--- config.mk ---
export PLATFORM = sky130hd
export DESIGN_NAME = stream_mux_rr
export DESIGN_NICKNAME = d
export VERILOG_FILES = /design/src/rtl/stream_mux_rr_pkg.sv /design/src/rtl/stream_mux_rr_arbiter.sv /design/src/rtl/stream_mux_rr.sv
export SDC_FILE = /design/constraint.sdc
export NUM_CORES = 1
export LEC_CHECK = 0
export BUFFER_PORTS_ARGS = -buffer_cell sky130_fd_sc_hd__buf_2
export CORE_MARGIN = 8
export CORE_UTILIZATION = 30
export DETAILED_ROUTE_END_ITERATION = 6
export MAX_ROUTING_LAYER = met4
export PLACE_DENSITY = 0.63
export REMOVE_ABC_BUFFERS = 1
export SLEW_MARGIN = 30
export SYNTH_ARGS = -nofsm -noshare
export SYNTH_HDL_FRONTEND = slang
export SYNTH_SLANG_ARGS = --single-unit
export TNS_END_PERCENT = 1
--- constraint.sdc ---
create_clock -name clk -period 3 [get_ports clk]
set_input_delay 0.3 -clock clk [delete_from_list [all_inputs] [get_ports clk]]
set_output_delay 0.3 -clock clk [all_outputs]
set_load 0.01 [all_outputs]
--- src/rtl/stream_mux_rr_pkg.sv ---
// Shared definitions for the stream_mux_rr slice: mode encodings and the
// packet-lock state type.
package stream_mux_rr_pkg;

  localparam logic MODE_RR     = 1'b0;
  localparam logic MODE_MANUAL = 1'b1;

  typedef enum logic {
    LOCK_IDLE,
    LOCK_HELD
  } lock_e;

endpackage

--- src/rtl/stream_mux_rr_arbiter.sv ---
// rr_arbiter: combinational round-robin search. Grants the first requesting
// channel strictly after ptr, wrapping CHANNELS-1 -> 0. The parent owns ptr.
module rr_arbiter #(
  parameter  int unsigned CHANNELS = 4,
  localparam int unsigned SEL_W    = $clog2(CHANNELS)
) (
  input  logic [CHANNELS-1:0] req,
  input  logic [SEL_W-1:0]    ptr,
  output logic [CHANNELS-1:0] grant,
  output logic [SEL_W-1:0]    grant_idx,
  output logic                any_grant
);

  logic [SEL_W-1:0] idx;

  // Scan offsets 1..CHANNELS from ptr; the first requester found wins.
  always_comb begin
    grant     = '0;
    grant_idx = '0;
    any_grant = 1'b0;
    idx       = '0;
    for (int unsigned off = 1; off <= CHANNELS; off++) begin
      idx = SEL_W'((32'(ptr) + off) % CHANNELS);
      if (!any_grant && req[idx]) begin
        grant[idx] = 1'b1;
        grant_idx  = idx;
        any_grant  = 1'b1;
      end
    end
  end

endmodule

--- src/rtl/stream_mux_rr.sv ---
// stream_mux_rr: N-channel valid/ready stream mux with a one-entry registered
// output, per-beat round-robin or manual channel selection.
// Optional feature macro: STREAM_MUX_PKT_LOCK_EN adds in_last/out_last and
// holds the grant on one channel until its last beat is accepted.
module stream_mux_rr #(
  parameter  int unsigned WIDTH    = 4,
  parameter  int unsigned CHANNELS = 4,
  localparam int unsigned SEL_W    = $clog2(CHANNELS)
) (
  input  logic                      clk,
  input  logic                      rst_n,
  input  logic [CHANNELS*WIDTH-1:0] in_data,
  input  logic [CHANNELS-1:0]       in_valid,
  output logic [CHANNELS-1:0]       in_ready,
`ifdef STREAM_MUX_PKT_LOCK_EN
  input  logic [CHANNELS-1:0]       in_last,
  output logic                      out_last,
`endif
  input  logic                      mode,
  input  logic [SEL_W-1:0]          sel,
  output logic [WIDTH-1:0]          out_data,
  output logic                      out_valid,
  output logic [SEL_W-1:0]          out_chan,
  input  logic                      out_ready
);

  import stream_mux_rr_pkg::*;

  logic [WIDTH-1:0]    out_data_q,  out_data_d;
  logic                out_valid_q, out_valid_d;
  logic [SEL_W-1:0]    out_chan_q,  out_chan_d;
  logic [SEL_W-1:0]    ptr_q,       ptr_d;

  logic                load_en;
  logic [CHANNELS-1:0] arb_grant;
  logic [SEL_W-1:0]    arb_idx;
  logic                arb_any;
  logic [CHANNELS-1:0] grant;
  logic [SEL_W-1:0]    gidx;
  logic [WIDTH-1:0]    beat_data;
  logic                beat_last;
  logic                accept;
  logic                locked;
  logic [SEL_W-1:0]    lock_chan;

  rr_arbiter #(.CHANNELS(CHANNELS)) u_arb (
    .req       (in_valid),
    .ptr       (ptr_q),
    .grant     (arb_grant),
    .grant_idx (arb_idx),
    .any_grant (arb_any)
  );

  assign load_en = !out_valid_q || out_ready;

  // Grant source: an active packet lock overrides mode; manual uses sel, otherwise RR.
  always_comb begin
    grant = '0;
    gidx  = '0;
    if (locked) begin
      for (int unsigned i = 0; i < CHANNELS; i++)
        grant[i] = in_valid[i] && (32'(lock_chan) == i);
      gidx = lock_chan;
    end else if (mode == MODE_MANUAL) begin
      for (int unsigned i = 0; i < CHANNELS; i++)
        grant[i] = in_valid[i] && (32'(sel) == i);
      gidx = sel;
    end else if (arb_any) begin
      grant = arb_grant;
      gidx  = arb_idx;
    end
  end

  // Handshake and selected beat; in_ready is forced low while reset is asserted.
  always_comb begin
    in_ready  = (rst_n && load_en) ? grant : '0;
    accept    = |(in_valid & in_ready);
    beat_data = '0;
    for (int unsigned i = 0; i < CHANNELS; i++)
      if (grant[i]) beat_data = beat_data | in_data[i*WIDTH +: WIDTH];
  end

`ifdef STREAM_MUX_PKT_LOCK_EN
  lock_e            lock_q,      lock_d;
  logic [SEL_W-1:0] lock_chan_q, lock_chan_d;
  logic             out_last_q,  out_last_d;

  assign beat_last = |(in_last & grant);
  assign locked    = (lock_q == LOCK_HELD);
  assign lock_chan = lock_chan_q;
  assign out_last  = out_last_q;

  // Lock tracking: a non-last beat locks its channel, a last beat releases it.
  always_comb begin
    lock_d      = lock_q;
    lock_chan_d = lock_chan_q;
    out_last_d  = out_last_q;
    if (accept) begin
      lock_d      = beat_last ? LOCK_IDLE : LOCK_HELD;
      lock_chan_d = gidx;
      out_last_d  = beat_last;
    end
  end

  // Lock state and out_last registers.
  always_ff @(posedge clk or negedge rst_n) begin
    if (!rst_n) begin
      lock_q      <= LOCK_IDLE;
      lock_chan_q <= '0;
      out_last_q  <= 1'b0;
    end else begin
      lock_q      <= lock_d;
      lock_chan_q <= lock_chan_d;
      out_last_q  <= out_last_d;
    end
  end
`else
  assign beat_last = 1'b1;
  assign locked    = 1'b0;
  assign lock_chan = '0;
`endif

  // Output stage next state: load on accept, clear valid on drain, else hold.
  always_comb begin
    out_data_d  = out_data_q;
    out_valid_d = out_valid_q;
    out_chan_d  = out_chan_q;
    ptr_d       = ptr_q;
    if (accept) begin
      out_data_d  = beat_data;
      out_valid_d = 1'b1;
      out_chan_d  = gidx;
      if (mode == MODE_RR && beat_last) ptr_d = gidx;
    end else if (out_ready) begin
      out_valid_d = 1'b0;
    end
  end

  // Output register and RR pointer; ptr resets so that channel 0 wins first.
  always_ff @(posedge clk or negedge rst_n) begin
    if (!rst_n) begin
      out_data_q  <= '0;
      out_valid_q <= 1'b0;
      out_chan_q  <= '0;
      ptr_q       <= SEL_W'(CHANNELS - 1);
    end else begin
      out_data_q  <= out_data_d;
      out_valid_q <= out_valid_d;
      out_chan_q  <= out_chan_d;
      ptr_q       <= ptr_d;
    end
  end

  assign out_data  = out_data_q;
  assign out_valid = out_valid_q;
  assign out_chan  = out_chan_q;

endmodule

# Yosys cells after proc, flatten, opt, wreduce, memory -nomap -nowiden
# Cells that the tools add are included.
# op_classes
add_sub_neg	4
eq_ne	3
n_lt_le_gt_ge	8
n_bitwise	8
n_reduce_logical	21
n_mux	39
# ops
operator	n
$mux W4	11
$or A4 B4 Y4	6
$mux W1	14
$logic_and A1 B1 Y1	12
$lt A2 B3 Y1 const B	4
$mux W2	6
$bmux W1 S2	4
$demux W1 S2	4
$ge A2 B1 Y1 const B	4
$add A2 B1 Y2 const B	2
$add A2 B2 Y2 const B	2
$and A4 B4 Y4	1
$eq A2 B2 Y1 const B	2
$logic_not A1 Y1	4
$reduce_or A4 Y1	1
$eq A2 B1 Y1 const B	1
$logic_not A2 Y1	1
$reduce_and A2 Y1	1
$reduce_bool A2 Y1	1
$logic_or A1 B1 Y1	1
$not A1 Y1	1
# totals
elab_cells	87
inputBits	26
out_inout_bits	11
ff_bits	9

# Depth between registers and ports, before layout
# Gate-level depths: netlist (run 1).
# logic_depth
depth_word	22
depth_mapped	12
ltp_nobuf	9

# Modules after synthesis
# From an unflattened synthesis (run 1), not the netlist that was laid out.
# unflattened
hier_cells	158
area_unflattened_um2	1330.0
# modules_own_cells
module	n_inst	seq_area_each_um2	cells_each	area_per_inst_um2
stream_mux_rr	1	227.7	72	700.7
rr_arbiter	1	0.0	86	629.4

# Worst setup path before layout (run 1)
# Ideal clock, no wire load.
# synth_timing
kind	register to register
from	register ptr_q[1]
to	register out_chan_q[0] (netlist: out_chan[0])
stages_incl_launch_ff	13
path_buffers	3
arrival_ps	2973
t_required_ps	2875
setup_time_ps	125
synth_period_minus_slack_ps	3098
setup_slack_ps	-98
cell_sequence	dfstp_2 -> buf_2 -> inv_1 -> ha_1 -> buf_2 -> mux4_2 -> nor2_1 -> a21oi_1 -> or2_0 -> clkbuf_1 -> nand3_2 -> a41oi_4 -> mux2_4
# synth_between
elab_chain_cells	18
word_cells_on_any_way	60
classes_between	add/sub (4); order compare (8); mux (33); bitwise (4); reduce/logical (11)
# synth_rtl
element	line	rtl
start: declaration	stream_mux_rr.sv:32	logic [SEL_W-1:0] ptr_q, ptr_d;
start signal: assignment	stream_mux_rr.sv:145	ptr_q <= SEL_W'(CHANNELS - 1);
start signal: assignment	stream_mux_rr.sv:150	ptr_q <= ptr_d;
branches (longest 18 deep; another with $lt A2 B3 Y1)	n/a	
end signal: assignment	stream_mux_rr.sv:149	out_chan_q <= out_chan_d;
end: declaration	stream_mux_rr.sv:31	logic [SEL_W-1:0] out_chan_q, out_chan_d;
# Parallel ways; which one is timed is not known. The select of a mux whose other input is x is not followed.
# A chain may end at the register's enable or synchronous reset.

# Worst setup path in the final report (run 1)
# layout_timing
from	register ptr_q[0]
to	register out_data_q[2] (netlist: out_data[2])
# layout_between
elab_chain_cells	22
word_cells_on_any_way	61
classes_between	add/sub (4); order compare (8); mux (31); bitwise (7); reduce/logical (11)
# layout_rtl
element	line	rtl
branches (longest 13 deep; another with $lt A2 B3 Y1)	n/a	
$mux W4 (*)	stream_mux_rr.sv:68	end else if (arb_any) begin
$mux W4 (*)	stream_mux_rr.sv:64	end else if (mode == MODE_MANUAL) begin
$mux W4	stream_mux_rr.sv:80	if (grant[i]) beat_data = beat_data | in_data[i*WIDTH +: WIDTH];
$or A4 B4 Y4	stream_mux_rr.sv:80	
$mux W4	stream_mux_rr.sv:80	
$or A4 B4 Y4	stream_mux_rr.sv:80	
$mux W4	stream_mux_rr.sv:80	
$or A4 B4 Y4	stream_mux_rr.sv:80	
$mux W4	stream_mux_rr.sv:80	
end signal: assignment	stream_mux_rr.sv:147	out_data_q <= out_data_d;
end: declaration	stream_mux_rr.sv:29	logic [WIDTH-1:0] out_data_q, out_data_d;
# Every way passes the cells marked *. The select of a mux whose other input is x is not followed.

==> impl_metrics.ini, run 1 <==
[floorplanning]
die_h_um = 82.8
dieArea_um2 = 6860
num_rows = 24
die_w_um = 82.8
initial_core_util = 0.310
ios = 37
core_area_um2 = 4320

[sta]
hold_viol = 0
slew_violations = 0
worst_pin_slew_ns = 0.613
fin_skew_ns = 0.00695
post-route-period-util = 0.973
period_minus_slack_ns = 2.92
rsz0062_at_grt = true
finalSetupViolations = 0
fmax_mhz = 342
slew_headroom = 0.588

[critical_path]
crit_required_ns = 3.10
crit_path_max_fanout = 7
path_class = flop to flop
start_kind = flop
worstPathArrival_ns = 3.02
crit_path_end_kind = flop

[job]
max_cap_violations = 0

[placed_design]
hpwlAfterDp_mm = 3.09
io_buffers = 36
gp_congestion = 0.899
place_area_um2 = 1620

[synth]
synth_warnings = 0
syn_area_um2 = 1340
ys_ff_latch = 9
async_flop_share = 1.00
ys.flop_type = dfrtp_1
syn_inst = 147
synth_edf_count = 0
avgSynthCellArea_um2 = 9.12
synth.distinct_cells = 42
ys_seq_area_frac = 0.170

[final_layout]
fillers = 424
layout.nets = 234
drive_gt1_frac = 0.487
area_delta_synth_final_pct = 34.4
final_cell_area_um2 = 1800
seqCellArea_um2 = 228
multi_input_area_um2 = 1080
final_util = 0.416
diodes = 0

[clock_tree]
clkSlewWorstSetupHoldPaths_ns = 0.05
cts.sinks = 9
tritoncts = done
cts_buffers = 3
clk_latency_ns = 0.23
clk_path_buf_depth = 2
htree_levels = 1
clockRootBuffer = clkbuf_8

[detailed_routing]
drt_wl_total_mm = 4.10
viasPerCell = 5.33
drt_first_iter_violations = 122
wl_per_cell_um = 16.4
antenna_left = 0
vias = 1339
dr.pass1.iters = 5
drc = 0

[global_routing]
antenna_found_initial = 0
first_global_vias = 1244
grt_pass1_wl_mm = 6.36
grt.total_usage = 0.110
grt_max_degree = 23
overflow = 0

[hold_path]
hold_path.class = primary input to flop

[pwr]
power_density_nw_per_um2 = 1130
p_leak_nw = 0.767
ir_drop_mv = 0.422

[status]
status = completed
cell usage in the layout (no fill, tap or decap), drive strengths merged:
cell type / n
nor3b: 3
buf: 57
a31oi: 1
xnor2: 1
nor2: 6
mux2: 10
ha: 8
o31ai: 1
a21oi: 6
inv: 3
mux2i: 5
dlygate4sd3: 1
a211oi: 4
clkbuf: 4
dfstp: 2
mux4: 4
nand2b: 5
dfrtp: 7
nor2b: 5
or2: 4
o22ai: 8
nor3: 1
nor4bb: 2
nand2: 16
nand4: 5
o21bai: 1
a41oi: 2
o211ai: 1
o21ai: 6
nand3: 20
per-layer routing:
layer / track usage / wire (µm) / vias up
met5: - / 0 / -
met4: 0.0288 / 82 / 0
met3: 0.0166 / 198 / 8
met2: 0.175 / 1970 / 46
met1: 0.141 / 1850 / 632
li1: - / - / 653
Yosys cell counts (3+ instances only):
| cell type | n | area [µm²] |
|---|---|---|
| inv_1 | 3 | 11.3 |
| a211oi_1 | 4 | 30.0 |
| dfrtp_1 | 7 | 175 |
| buf_2 | 5 | 25.0 |
| o21ai_4 | 3 | 48.8 |
| nand3_1 | 16 | 80.1 |
| mux4_2 | 4 | 90.1 |
| mux2_2 | 4 | 45.0 |
| o22ai_1 | 8 | 50.1 |
| nand2b_1 | 5 | 31.3 |
| ha_1 | 8 | 100 |
| nand2_1 | 16 | 60.1 |
| nand4_1 | 5 | 31.3 |
| a21oi_1 | 6 | 30.0 |
| mux2i_1 | 5 | 50.1 |
| mux2_4 | 6 | 90.1 |
| nor2_1 | 5 | 18.8 |
| nor2b_1 | 3 | 18.8 |
sequential cells by signal (all words and copies together), names as in the netlist:
signal,flops
out_chan,2
out_data,4
out_valid,1
ptr_q,2
metrics by stage:
| stage | setup WS (ns) | setup TNS (ns) | hold slack, ns | power, W | instances |
|---|---|---|---|---|---|
| 5_1_grt | -0.0155 | -0.0639 | 0.274 | 0.00217 | 251 |
| 2_1_floorplan | -0.273 | -1.82 | 0.00441 | 0.00124 | 137 |
| 3_5_place_dp | -0.0967 | -0.569 | 0.167 | 0.00165 | 237 |
| 3_3_place_gp | -0.0543 | -0.322 | 0.161 | 0.00165 | 237 |
| 4_1_cts | 0.0133 | 0 | 0.261 | 0.00183 | 242 |
| 6_report | 0.0801 | 0 | 0.262 | 0.00203 | 251 |
cells by family after synthesis:
| family | count (synthesis) | share of synthesized area |
|---|---|---|
| flip-flops | 9 | 0.170 |
| adder cells (fa/ha/maj) | 8 | 0.0747 |
| multiplexers | 19 | 0.205 |
| XOR/XNOR | 1 | 0.00654 |
| AO/OA/AOI/OAI | 30 | 0.182 |
| buffers and inverters | 13 | 0.0532 |
| AND/OR/NAND/NOR | 67 | 0.308 |
power breakdown:
part	total, W	leakage, nW	switching (W)	internal (W)
clock network	0.000138	0.0228	0.0000458	0.0000924
registers	0.000220	0.108	0.0000311	0.000189
logic	0.00167	0.636	0.000853	0.000815
path summary, 6_finish.rpt:
kind / cells past startpoint / end / slack (ns) / from
setup / recovery: 10 / out_data[2] / 0.08 / ptr_q[0]
hold / removal: 2 / out_valid / 0.26 / out_ready
setup reg to reg: 10 / out_data[2] / 0.08 / ptr_q[0]
hold reg to reg: 1 / out_data[2] / 0.50 / out_data[2]
max in group asynchronous: 2 / ptr_q[1] / 2.29 / rst_n
min in group asynchronous: 2 / out_data[1] / 0.46 / rst_n
timing repair:
action / CTS / global route
buffers inserted: 0 / 9
pin swaps: 0 / 9
resized for setup: 3 / 12
hold buffers: 1 / 0
setup endpoints to repair: 9 / 11
endpoints found under the hold margin: 7 / 0
critical path, cell delays in order, from the launching register on:
cell and delay [ns]:
dfstp_2 0.54, inv_2 0.06, ha_4 0.31, mux4_2 0.57, nor2_2 0.14, a21oi_2 0.09, or2_1 0.35, nand3_4 0.14
a41oi_4 0.13, buf_12 0.18, mux2_4 0.29
final cells by class:
| type | instances | area share |
|---|---|---|
| Multi-Input combinational cell | 125 | 0.598 |
| Timing Repair Buffer | 58 | 0.208 |
| Sequential cell | 9 | 0.126 |
| Tap cell | 52 | 0.0361 |
| Clock buffer | 4 | 0.0250 |
| Inverter | 3 | 0.00625 |
Power figures use the tool's default switching activity.
==> inputs of run 2 (changes only) <==
--- a/config.mk
+++ b/config.mk
@@ -8,6 +8,7 @@
 export BUFFER_PORTS_ARGS = -buffer_cell sky130_fd_sc_hd__buf_2
 export CORE_MARGIN = 8
 export CORE_UTILIZATION = 30
+export CTS_BUF_LIST = sky130_fd_sc_hd__clkbuf_16
 export DETAILED_ROUTE_END_ITERATION = 6
 export MAX_ROUTING_LAYER = met4
 export PLACE_DENSITY = 0.63
@@ -15,5 +16,6 @@
 export SLEW_MARGIN = 30
 export SYNTH_ARGS = -nofsm -noshare
 export SYNTH_HDL_FRONTEND = slang
+export SYNTH_HIERARCHICAL = 1
 export SYNTH_SLANG_ARGS = --single-unit
 export TNS_END_PERCENT = 1
==> impl_metrics.ini, run 2 <==
[synth]
yosys.cell_count.top_type = o21ai_0
ys.flop_type = dfrtp_1
syn_area_um2 = 1330
ys_seq_area_frac = 0.171
syn_inst = 158
synth_edf_count = 0
synthTopCellsByCount = 15 x o21ai_0, 13 x inv_1, 13 x nor2_1
synth_warnings = 6
ys_ff_latch = 9
synth.area.top_cells = dfrtp_1 13%, ha_1 7.5%, mux2_2 6.8%
avgSynthCellArea_um2 = 8.42
async_flop_share = 1.00
synth_top_cell_area_share = 0.132
synth_top_area_cell = dfrtp_1
synth.distinct_cells = 44

[final_layout]
layout.nets = 251
drive_gt1_frac = 0.449
final_cell_mix = 35 x buf_2, 22 x buf_4, 15 x o21ai_0, 12 x nor2_1, 12 x inv_1
largest_reg_flops = 4
area_delta_synth_final_pct = 42.0
final_common_cell = buf_2
multi_input_area_um2 = 1070
fillers = 434
seqCellArea_um2 = 228
diodes = 0

[placed_design]
hpwlAfterDp_mm = 3.03
gp_congestion = 0.926
place_ws_ns = -0.192
io_buffers = 36

[sta]
hold_viol = 0
slew_headroom = 0.740
period_minus_slack_ns = 3.06
setup_ws_ns = -0.0579
finalSetupViolations = 7
worst_hold_slack_ns = 0.437
fmax_mhz = 327
slew_violations = 0
rsz0062_at_grt = true
fin_skew_ns = 0.00448
worst_pin_slew_ns = 0.382
post-route-period-util = 1.02

[clock_tree]
clk_latency_ns = 0.23
cts.sinks = 9
htree_levels = 1
clkSlewWorstSetupHoldPaths_ns = 0.04
cts_buffers = 3
clk_path_buf_depth = 2
tritoncts = done
clockRootBuffer = clkbuf_16

[global_routing]
grt_max_degree = 14
antenna_found_initial = 0
first_global_vias = 1402
grt_pass1_wl_mm = 6.85
grt.total_usage = 0.127
overflow = 0

[floorplanning]
die_h_um = 82.6
die_w_um = 82.6
num_rows = 24
ios = 37
core_area_um2 = 4320
dieArea_um2 = 6820
initial_core_util = 0.308

[critical_path]
crit_path_cell_trace = buf_4, mux4_2, buf_4, o31ai_1, a2111o_1, a22oi_2, a21boi_2, or3b_4, mux2_4
start_kind = flop
crit_required_ns = 3.15
path_class = flop to flop
critical_path.max_stage_delay_ns = 0.60
crit_path_max_fanout = 7
cp_common_cell = buf_4
crit_buf_inv = 2
slowest_stage = dfstp_2
crit_path_end_kind = flop
worstPathArrival_ns = 3.21
cp_top_family = multiplexers

[pwr]
ir_drop_mv = 0.706
p_leak_nw = 0.893
power_density_nw_per_um2 = 911

[detailed_routing]
viasPerCell = 5.50
drt_first_iter_violations = 94
drt_wl_total_mm = 4.25
dr.pass1.iters = 4
drc = 0
vias = 1473
antenna_left = 0
wl_per_cell_um = 15.8

[status]
violations = negative setup slack
status = finished with violations

[hold_path]
hold_path.class = primary input to flop

[job]
max_cap_violations = 0
run 2: changes by cell type after synthesis, sizes merged, moves of 5 or more:
cell	delta
inv	+10
nand2	-5
nand3	-19
nor2	+7
o21ai	+9
o22ai	-8
run 2: worst reg2reg max path, cell delays in order, from the launching register on:
cell and delay [ns]:
dfstp_2 0.60, buf_4 0.15, mux4_2 0.58, buf_4 0.18, o31ai_1 0.22, a2111o_1 0.19, a22oi_2 0.09, a21boi_2 0.24
or3b_4 0.43, mux2_4 0.30
run 2: through the flow:
stage,instances,power [W],cell area [µm²],setup TNS (ns),util
floorplan,149,0.000899,1280,-2.35,-
global placement,256,0.00131,1660,-0.895,0.385
detailed placement,256,0.00130,1660,-1.19,0.385
CTS,268,0.00169,1870,-0.0196,0.433
global route,268,0.00184,1890,-1.12,0.437
finish,268,0.00172,1890,-0.185,0.437
run 2: area by class of cell:
cell class | count | share of cell area
Sequential cell | 9 | 0.121
Inverter | 13 | 0.0258
Tap cell | 52 | 0.0345
Clock inverter | 1 | 0.00265
Clock buffer | 3 | 0.0398
Timing Repair Buffer | 62 | 0.209
Multi-Input combinational cell | 128 | 0.567
run 2: layer usage:
metal  global-route usage  vias to the layer above  part of all wire
met4               0.0224                        0            0.0068
met1                0.165                      698              0.44
met3              0.00758                        4             0.037
li1                     -                      726                 -
met2                0.215                       45              0.51
met5                    -                        -                 0
run 2: power breakdown:
| part | internal, W | switching, W | total [W] |
|---|---|---|---|
| Sequential | 0.000187 | 0.0000359 | 0.000223 |
| Combinational | 0.000623 | 0.000643 | 0.00127 |
| Clock | 0.000175 | 0.0000562 | 0.000232 |
| Total | 0.000985 | 0.000735 | 0.00172 |
run 2: worst paths after layout:
| kind | start | endpoint | slack [ns] | cells after the start |
|---|---|---|---|---|
| worst min-delay path | out_ready | out_valid | 0.44 | 3 |
| max in group asynchronous | rst_n | ptr_q[0] | 2.25 | 2 |
| worst max-delay path | ptr_q[0] | ptr_q[0] | -0.06 | 9 |
| worst min register to register | out_data[3] | out_data[3] | 0.50 | 1 |
| min in group asynchronous | rst_n | out_data[3] | 0.48 | 2 |
| worst max register to register | ptr_q[0] | ptr_q[0] | -0.06 | 9 |
run 2: cell families after synthesis:
| logic type | Yosys count | share of synthesized area |
|---|---|---|
| adder cells (fa/ha/maj) | 8 | 0.0753 |
| flip-flops | 9 | 0.171 |
| AND/OR/NAND/NOR | 53 | 0.246 |
| AO/OA/AOI/OAI | 49 | 0.273 |
| multiplexers | 17 | 0.158 |
| buffers and inverters | 22 | 0.0771 |
run 2: what timing repair did:
item                                   in CTS  in global routing
buffers inserted                            6                  0
setup endpoints to repair                   8                 12
pin swaps                                   7                  3
resized for setup                          13                  4
endpoints found under the hold margin       7                  0
hold buffers                                1                  0
gates cloned                                1                  0
